[config.mk]
export PLATFORM = sky130hd
export DESIGN_NAME = lcd_reg_arbiter_flat
export DESIGN_NICKNAME = d
export VERILOG_FILES = /design/src/rtl/lcd_reg_arbiter_if.sv /design/src/rtl/lcd_reg_arbiter.sv /design/src/flat_wrapper.sv
export SDC_FILE = /design/constraint.sdc
export NUM_CORES = 1
export LEC_CHECK = 0
export CORE_AREA = 2 2 97 99
export CTS_CLUSTER_SIZE = 16
export DETAILED_ROUTE_END_ITERATION = 10
export DIE_AREA = 0 0 99 101
export SYNTH_ARGS = -nofsm -noshare
export SYNTH_HDL_FRONTEND = slang
export SYNTH_SLANG_ARGS = --single-unit
[constraint.sdc]
create_clock -name i_clock -period 5.8 [get_ports i_clock]
set_clock_uncertainty 0.15 [all_clocks]
set_input_delay 1.16 -clock i_clock [delete_from_list [all_inputs] [get_ports i_clock]]
set_output_delay 1.16 -clock i_clock [all_outputs]
set_load 0.02 [all_outputs]
[src/rtl/lcd_reg_arbiter_if.sv]
// Bundle of the requester-side and transceiver-side signals of lcd_reg_arbiter.
// Signal prefixes are from the arbiter's point of view: i_* flows into it, o_* out of it.
//   slave  : the arbiter itself
//   master : the environment (requesters plus LCD serial transceiver)
interface lcd_reg_arbiter_if;
  // Requester 0 / 1
  logic       i_req0, i_req1;
  logic       i_reqWrite0, i_reqWrite1;
  logic [6:0] i_reqAddr0, i_reqAddr1;
  logic [7:0] i_reqData0, i_reqData1;
  logic       o_ack0, o_ack1;
  logic       o_err0, o_err1;
  logic [7:0] o_rdData0, o_rdData1;
  // LCD serial transceiver
  logic       o_txBegin, o_rxBegin;
  logic [6:0] o_address;
  logic [7:0] o_txData;
  logic       i_txDone, i_rxDone;
  logic [7:0] i_rxData;
  // Status
  logic       o_busy;

  modport slave (
    input  i_req0, i_req1, i_reqWrite0, i_reqWrite1, i_reqAddr0, i_reqAddr1,
    input  i_reqData0, i_reqData1, i_txDone, i_rxDone, i_rxData,
    output o_ack0, o_ack1, o_err0, o_err1, o_rdData0, o_rdData1,
    output o_txBegin, o_rxBegin, o_address, o_txData, o_busy
  );

  modport master (
    output i_req0, i_req1, i_reqWrite0, i_reqWrite1, i_reqAddr0, i_reqAddr1,
    output i_reqData0, i_reqData1, i_txDone, i_rxDone, i_rxData,
    input  o_ack0, o_ack1, o_err0, o_err1, o_rdData0, o_rdData1,
    input  o_txBegin, o_rxBegin, o_address, o_txData, o_busy
  );
endinterface

[src/rtl/lcd_reg_arbiter.sv]
// Two-requester round-robin arbiter in front of an LCD serial register transceiver.
// Each transaction runs IDLE -> ISSUE -> WAIT -> DONE -> IDLE; every output is a flop.
// Ports:
//   i_clock        sole clock, rising edge
//   i_reset        synchronous, active-high reset
//   bus (slave)    requester handshakes (req/write/addr/data in, ack/err/rdData out),
//                  transceiver start pulses, address/write data, done pulses, read data,
//                  and o_busy (high outside IDLE)
// Parameter:
//   TIMEOUT_CYCLES cycles spent in WAIT before a transaction is abandoned with error
module lcd_reg_arbiter #(
  parameter int unsigned TIMEOUT_CYCLES = 4096
) (
  input logic              i_clock,
  input logic              i_reset,
  lcd_reg_arbiter_if.slave bus
);

  localparam int unsigned CntW = (TIMEOUT_CYCLES > 1) ? $clog2(TIMEOUT_CYCLES) : 1;
  localparam logic [CntW-1:0] CntLast = CntW'(TIMEOUT_CYCLES - 1);

  typedef enum logic [1:0] {StIdle, StIssue, StWait, StDone} stateT;

  stateT           stateQ, stateD;
  logic            grantQ, grantD;           // requester owning the transaction
  logic            lastServedQ, lastServedD;
  logic            writeQ, writeD;
  logic [6:0]      addrQ, addrD;
  logic [7:0]      txDataQ, txDataD;
  logic [CntW-1:0] cntQ, cntD;
  logic            txBeginQ, txBeginD;
  logic            rxBeginQ, rxBeginD;
  logic            ack0Q, ack0D, ack1Q, ack1D;
  logic            err0Q, err0D, err1Q, err1D;
  logic [7:0]      rdData0Q, rdData0D, rdData1Q, rdData1D;
  logic            busyQ, busyD;

  logic            pick;
  logic            pickWrite;
  logic [6:0]      pickAddr;
  logic [7:0]      pickData;
  logic            doneHit;
  logic            finish;
  logic            timedOut;

  always_comb begin
    stateD      = stateQ;
    grantD      = grantQ;
    lastServedD = lastServedQ;
    writeD      = writeQ;
    addrD       = addrQ;
    txDataD     = txDataQ;
    cntD        = cntQ;
    rdData0D    = rdData0Q;
    rdData1D    = rdData1Q;
    txBeginD    = 1'b0;
    rxBeginD    = 1'b0;
    finish      = 1'b0;
    timedOut    = 1'b0;

    // Requester 1 wins when alone, or on a tie when requester 0 was served last.
    pick      = bus.i_req1 & (~bus.i_req0 | ~lastServedQ);
    pickWrite = pick ? bus.i_reqWrite1 : bus.i_reqWrite0;
    pickAddr  = pick ? bus.i_reqAddr1  : bus.i_reqAddr0;
    pickData  = pick ? bus.i_reqData1  : bus.i_reqData0;

    // Only the done line matching the transaction type can complete it.
    doneHit = writeQ ? bus.i_txDone : bus.i_rxDone;

    unique case (stateQ)
      StIdle: begin
        if (bus.i_req0 | bus.i_req1) begin
          stateD   = StIssue;
          grantD   = pick;
          writeD   = pickWrite;
          addrD    = pickAddr;
          txDataD  = pickWrite ? pickData : 8'h00;
          txBeginD = pickWrite;
          rxBeginD = ~pickWrite;
        end
      end
      StIssue: begin
        stateD = StWait;
        cntD   = '0;
      end
      StWait: begin
        // A done in the timeout cycle still counts as success.
        if (doneHit) begin
          stateD = StDone;
          finish = 1'b1;
          if (!writeQ) begin
            if (grantQ) rdData1D = bus.i_rxData;
            else        rdData0D = bus.i_rxData;
          end
        end else if (cntQ == CntLast) begin
          stateD   = StDone;
          finish   = 1'b1;
          timedOut = 1'b1;
        end else begin
          cntD = cntQ + CntW'(1);
        end
      end
      StDone: begin
        stateD      = StIdle;
        lastServedD = grantQ;
      end
      default: stateD = StIdle;
    endcase

    ack0D = finish & ~grantQ;
    ack1D = finish & grantQ;
    err0D = timedOut & ~grantQ;
    err1D = timedOut & grantQ;
    busyD = (stateD != StIdle);
  end

  always_ff @(posedge i_clock) begin
    if (i_reset) begin
      stateQ      <= StIdle;
      grantQ      <= 1'b0;
      lastServedQ <= 1'b1;
      writeQ      <= 1'b0;
      addrQ       <= 7'h00;
      txDataQ     <= 8'h00;
      cntQ        <= '0;
      txBeginQ    <= 1'b0;
      rxBeginQ    <= 1'b0;
      ack0Q       <= 1'b0;
      ack1Q       <= 1'b0;
      err0Q       <= 1'b0;
      err1Q       <= 1'b0;
      rdData0Q    <= 8'h00;
      rdData1Q    <= 8'h00;
      busyQ       <= 1'b0;
    end else begin
      stateQ      <= stateD;
      grantQ      <= grantD;
      lastServedQ <= lastServedD;
      writeQ      <= writeD;
      addrQ       <= addrD;
      txDataQ     <= txDataD;
      cntQ        <= cntD;
      txBeginQ    <= txBeginD;
      rxBeginQ    <= rxBeginD;
      ack0Q       <= ack0D;
      ack1Q       <= ack1D;
      err0Q       <= err0D;
      err1Q       <= err1D;
      rdData0Q    <= rdData0D;
      rdData1Q    <= rdData1D;
      busyQ       <= busyD;
    end
  end

  assign bus.o_txBegin = txBeginQ;
  assign bus.o_rxBegin = rxBeginQ;
  assign bus.o_address = addrQ;
  assign bus.o_txData  = txDataQ;
  assign bus.o_ack0    = ack0Q;
  assign bus.o_ack1    = ack1Q;
  assign bus.o_err0    = err0Q;
  assign bus.o_err1    = err1Q;
  assign bus.o_rdData0 = rdData0Q;
  assign bus.o_rdData1 = rdData1Q;
  assign bus.o_busy    = busyQ;

endmodule

[src/flat_wrapper.sv]
// flat-port wrapper written by rule: the top's interface ports become plain ports
module lcd_reg_arbiter_flat 
#(
  parameter int unsigned TIMEOUT_CYCLES = 4096
)
  (i_clock, i_reset, bus_i_req0, bus_i_req1, bus_i_reqWrite0, bus_i_reqWrite1, bus_i_reqAddr0, bus_i_reqAddr1, bus_i_reqData0, bus_i_reqData1, bus_i_txDone, bus_i_rxDone, bus_i_rxData, bus_o_ack0, bus_o_ack1, bus_o_err0, bus_o_err1, bus_o_rdData0, bus_o_rdData1, bus_o_txBegin, bus_o_rxBegin, bus_o_address, bus_o_txData, bus_o_busy);
  lcd_reg_arbiter_if bus_i ();
  input logic i_clock;
  input logic i_reset;
  input wire logic [$bits(bus_i.i_req0)-1:0] bus_i_req0;
  input wire logic [$bits(bus_i.i_req1)-1:0] bus_i_req1;
  input wire logic [$bits(bus_i.i_reqWrite0)-1:0] bus_i_reqWrite0;
  input wire logic [$bits(bus_i.i_reqWrite1)-1:0] bus_i_reqWrite1;
  input wire logic [$bits(bus_i.i_reqAddr0)-1:0] bus_i_reqAddr0;
  input wire logic [$bits(bus_i.i_reqAddr1)-1:0] bus_i_reqAddr1;
  input wire logic [$bits(bus_i.i_reqData0)-1:0] bus_i_reqData0;
  input wire logic [$bits(bus_i.i_reqData1)-1:0] bus_i_reqData1;
  input wire logic [$bits(bus_i.i_txDone)-1:0] bus_i_txDone;
  input wire logic [$bits(bus_i.i_rxDone)-1:0] bus_i_rxDone;
  input wire logic [$bits(bus_i.i_rxData)-1:0] bus_i_rxData;
  output wire logic [$bits(bus_i.o_ack0)-1:0] bus_o_ack0;
  output wire logic [$bits(bus_i.o_ack1)-1:0] bus_o_ack1;
  output wire logic [$bits(bus_i.o_err0)-1:0] bus_o_err0;
  output wire logic [$bits(bus_i.o_err1)-1:0] bus_o_err1;
  output wire logic [$bits(bus_i.o_rdData0)-1:0] bus_o_rdData0;
  output wire logic [$bits(bus_i.o_rdData1)-1:0] bus_o_rdData1;
  output wire logic [$bits(bus_i.o_txBegin)-1:0] bus_o_txBegin;
  output wire logic [$bits(bus_i.o_rxBegin)-1:0] bus_o_rxBegin;
  output wire logic [$bits(bus_i.o_address)-1:0] bus_o_address;
  output wire logic [$bits(bus_i.o_txData)-1:0] bus_o_txData;
  output wire logic [$bits(bus_i.o_busy)-1:0] bus_o_busy;
  assign bus_i.i_req0 = bus_i_req0;
  assign bus_i.i_req1 = bus_i_req1;
  assign bus_i.i_reqWrite0 = bus_i_reqWrite0;
  assign bus_i.i_reqWrite1 = bus_i_reqWrite1;
  assign bus_i.i_reqAddr0 = bus_i_reqAddr0;
  assign bus_i.i_reqAddr1 = bus_i_reqAddr1;
  assign bus_i.i_reqData0 = bus_i_reqData0;
  assign bus_i.i_reqData1 = bus_i_reqData1;
  assign bus_i.i_txDone = bus_i_txDone;
  assign bus_i.i_rxDone = bus_i_rxDone;
  assign bus_i.i_rxData = bus_i_rxData;
  assign bus_o_ack0 = bus_i.o_ack0;
  assign bus_o_ack1 = bus_i.o_ack1;
  assign bus_o_err0 = bus_i.o_err0;
  assign bus_o_err1 = bus_i.o_err1;
  assign bus_o_rdData0 = bus_i.o_rdData0;
  assign bus_o_rdData1 = bus_i.o_rdData1;
  assign bus_o_txBegin = bus_i.o_txBegin;
  assign bus_o_rxBegin = bus_i.o_rxBegin;
  assign bus_o_address = bus_i.o_address;
  assign bus_o_txData = bus_i.o_txData;
  assign bus_o_busy = bus_i.o_busy;
  lcd_reg_arbiter #(.TIMEOUT_CYCLES(TIMEOUT_CYCLES)) u_core (.i_clock(i_clock), .i_reset(i_reset), .bus(bus_i));
endmodule
==> metrics.md <==
| Metric | Value |
|---|---|
| Core area | `approximately 0.0090 mm^2` |
| Number of diodes | `0` |
| Final setup margin | `2.27 ns` |
| Die area | `0.0100 mm^2` |
| Cell Pwr Density | `approximately 330 mW/mm^2` |
| Kind of critical path | `in -> reg` |
| Synthesis-stage register bit count | `55` |
| Pre-antenna DRT Iters | `5` |
| DRC errors left | `0` |
| GRT Overall Usage | `0.146` |
| Routed via count | `2453` |
| Drt total wl | `6.99 mm` |
| First-pass GRT wire length | `~12 mm` |
| HP Start | `u_core.bus.o_rdData1[7]` |
| Post-synth EDFFs | `0` |
| Top post-synthesis cells by area | `dfxtp_1, mux2i_1, nand2_1` |
| Worst reg-to-reg setup slack | `3.31 ns` |
| Syn-to-layout area delta | `39.6%` |
| Clk sink count | `55` |
| Final RePlAce weighted congestion | `between 0.7 and 0.8` |
| Initial Utilization | `0.289` |
| RR Endpoint | `u_core.bus.o_txData[0]` |
| Critical R2R Launch | `u_core.lastServedQ` |
| Pin count of the biggest net entering global routing | `58` |
| Post-Syn Area per Cell | `8.96 um^2` |
| Nets | `415` |
| Routed vias/inst | `5.15` |
| WP data required | `5.89 ns` |
| Post-CTS Setup Inserts | `0` |
| Max clock buf depth | `2` |
| Fin crit share | `0.608` |
| DRT antenna net count | `0` |
| Period minus WS final | `3.53 ns` |
| Count of final setup violators | `0` |
| RSZ-0062 raised after global routing | `false` |
| CP Data Arrival Time | `3.62 ns` |
| Register area share after synthesis | `0.424` |
| Worst-Skew Late Latency | `~0.31 ns` |
| Initial antenna violation count | `0` |
| CTS Hold Bufs | `0` |
| Post-synth top area share | `0.424` |
| CTS clk-pin slew, worst paths | `0.10 ns` |
| Final count of pins violating max slew | `0` |
| Number of global-route vias before repair | `2456` |
| Post-DP HPWL | `between 4 and 5 mm` |
| Setup TNS | `0 ns` |
| Worst min path class | `reg -> reg` |
| I/O Pins | `84` |
| Filler cell count | `approximately 880` |
| Distinct cells, synth | `50` |
| Max Freq | `283 MHz` |
| Worst slew margin | `0.185` |
| Die Y | `101 um` |
| Net Count, Synth | `341` |
| PortBufs | `83` |
| Clk root buf | `clkbuf_8` |
| Grt ovf | `0` |
| Hold Vio Cnt, Final | `0` |
| Setup Slack @ Placement | `1.91 ns` |
| Total CTS buffers | `5` |
| Outcome | `finished clean` |
| Cells after synthesis | `290` |
| Leakage | `1.20 nW` |
| Largest fanout on the critical path | `19` |
| Cell Area, Synth | `0.00260 mm^2` |
| Rows | `35` |
| Width of the die | `99 um` |
| CTS resizes | `0` |
| Proportion of layout cells with a drive suffix above 1 | `0.0658` |
| Max_cap viols | `0` |
| Asr flop ratio synth | `0` |
| Cell type with the largest total area after synthesis | `dfxtp_1` |
| Ys flop type | `dfxtp_1` |
| Final core occ | `0.404` |
| Hold Crit Depth | `2` |
| Area occupied by multi-input gates | `0.00140 mm^2` |
| Wire length per cell | `14.7 um` |
| Warnings, synthesis | `0` |
| Startpoint Class | `primary input` |
| CTS tree | `built` |
| Worst reg-to-reg path cell count | `4` |
| CP Capture Type | `register` |
| Slew of the pin with the lowest slew margin | `1.22 ns` |
| WHS Endpoint | `u_core.bus.o_rdData1[7]` |
| Drt initial violations | `between 100 and 150` |
| Register area | `0.00110 mm^2` |
| H-tree Lvls | `2` |
| Peak supply drop | `~0.16 mV` |
## cell usage after synthesis (all sizes together), types with 2 or more instances
cell	count
a41oi	2
nand4	8
nand2b	3
nand4b	2
nand3	8
and2	4
a22oi	2
o31ai	3
o311ai	2
and4	2
nand2	41
o21ai	2
inv	6
clkbuf	9
nor4b	2
a21oi	19
nor2	24
or3	7
or4	3
dfxtp	55
and3	2
a211oi	8
ha	5
buf	8
nor3	8
mux2i	26
o211ai	5
a31oi	7
a31o	4
nor4	2
## logic make-up (layout without fill, tap and decap cells)
group,Yosys count,count (layout),share of synthesized area
fa+ha+maj,5,5,0.0241
flops,55,55,0.424
compound gates,60,60,0.163
simple gates,119,119,0.238
buf+inv,24,99,0.0404
mux,27,27,0.111
## worst max path at each step
stage	startpoint	to	slack (ns)	cells after the start
3_3_place_gp	bus_i_req1	u_core.bus.o_txData[4]	2.04	5
6_report	bus_i_req1	u_core.bus.o_txData[0]	2.27	5
3_5_place_dp	bus_i_req1	u_core.bus.o_txData[2]	1.91	5
2_1_floorplan	bus_i_req1	u_core.bus.o_txData[5]	3.51	5
5_1_grt	bus_i_req1	u_core.bus.o_txData[2]	2.05	5
4_1_cts	bus_i_req1	u_core.bus.o_txData[0]	2.22	5
## state kept, by name (all words and copies together) (netlist names)
name,flops
u_core.bus.o_rdData1,8
u_core.lastServedQ,1
u_core.bus.o_busy,1
u_core.writeQ,1
u_core.bus.o_ack1,1
u_core.cntQ,12
u_core.bus.o_ack0,1
u_core.stateQ,2
u_core.bus.o_err1,1
u_core.bus.o_txBegin,1
u_core.bus.o_err0,1
u_core.grantQ,1
u_core.bus.o_rdData0,8
u_core.bus.o_rxBegin,1
u_core.bus.o_txData,8
u_core.bus.o_address,7
## cell type report
type,instances,share of cell area
clock buffer,6,0.0200
clock inverter,2,0.0166
inverter,7,0.00724
multi-input combinational,211,0.385
sequential,55,0.303
tap,111,0.0383
timing repair buffer,84,0.230
## through the flow
step                      total power [mW]  area, um^2  hold WS (ns)  std cells
final                                 1.21        3630         0.309        476
after global routing                  1.29        3630         0.343        476
after CTS                             1.22        3630         0.310        476
after detailed placement             0.916        3500         0.296        468
after global placement               0.913        3500         0.289        468
after floorplan                      0.738        2600         0.304        290
## routing by layer
metal / up-vias / GRT usage / routed length [um]
met3: 17 / 0.0388 / 436
met1: 1150 / 0.187 / 3120
met2: 75 / 0.234 / 3260
met4: 0 / 0.0601 / 173
met5: - / 0 / 0
li1: 1211 / - / -
## placed cells by master (no fill, tap or decap), drive strengths merged, types with 4 or more instances in the layout
cell type	instances
and2	4
clkbuf	6
nand4	8
ha	5
a21oi	19
mux2i	26
nand3	8
or3	7
inv	6
nor2	24
clkdlybuf4s50	82
nor3	8
a211oi	8
nand2	41
dfxtp	55
a31o	4
a31oi	7
o211ai	5
## worst max-delay path: stages
cell             delay [ns]
clkdlybuf4s50_1        0.55
a21boi_2               0.95
a32oi_1                0.35
or3_1                  0.45
a21oi_1                0.15
## power breakdown
group / switching, mW / internal (mW) / total, mW
clock network: 0.129 / 0.173 / 0.302
registers: 0.0392 / 0.431 / 0.470
logic: 0.255 / 0.184 / 0.439
Power figures use the tool's default switching activity.
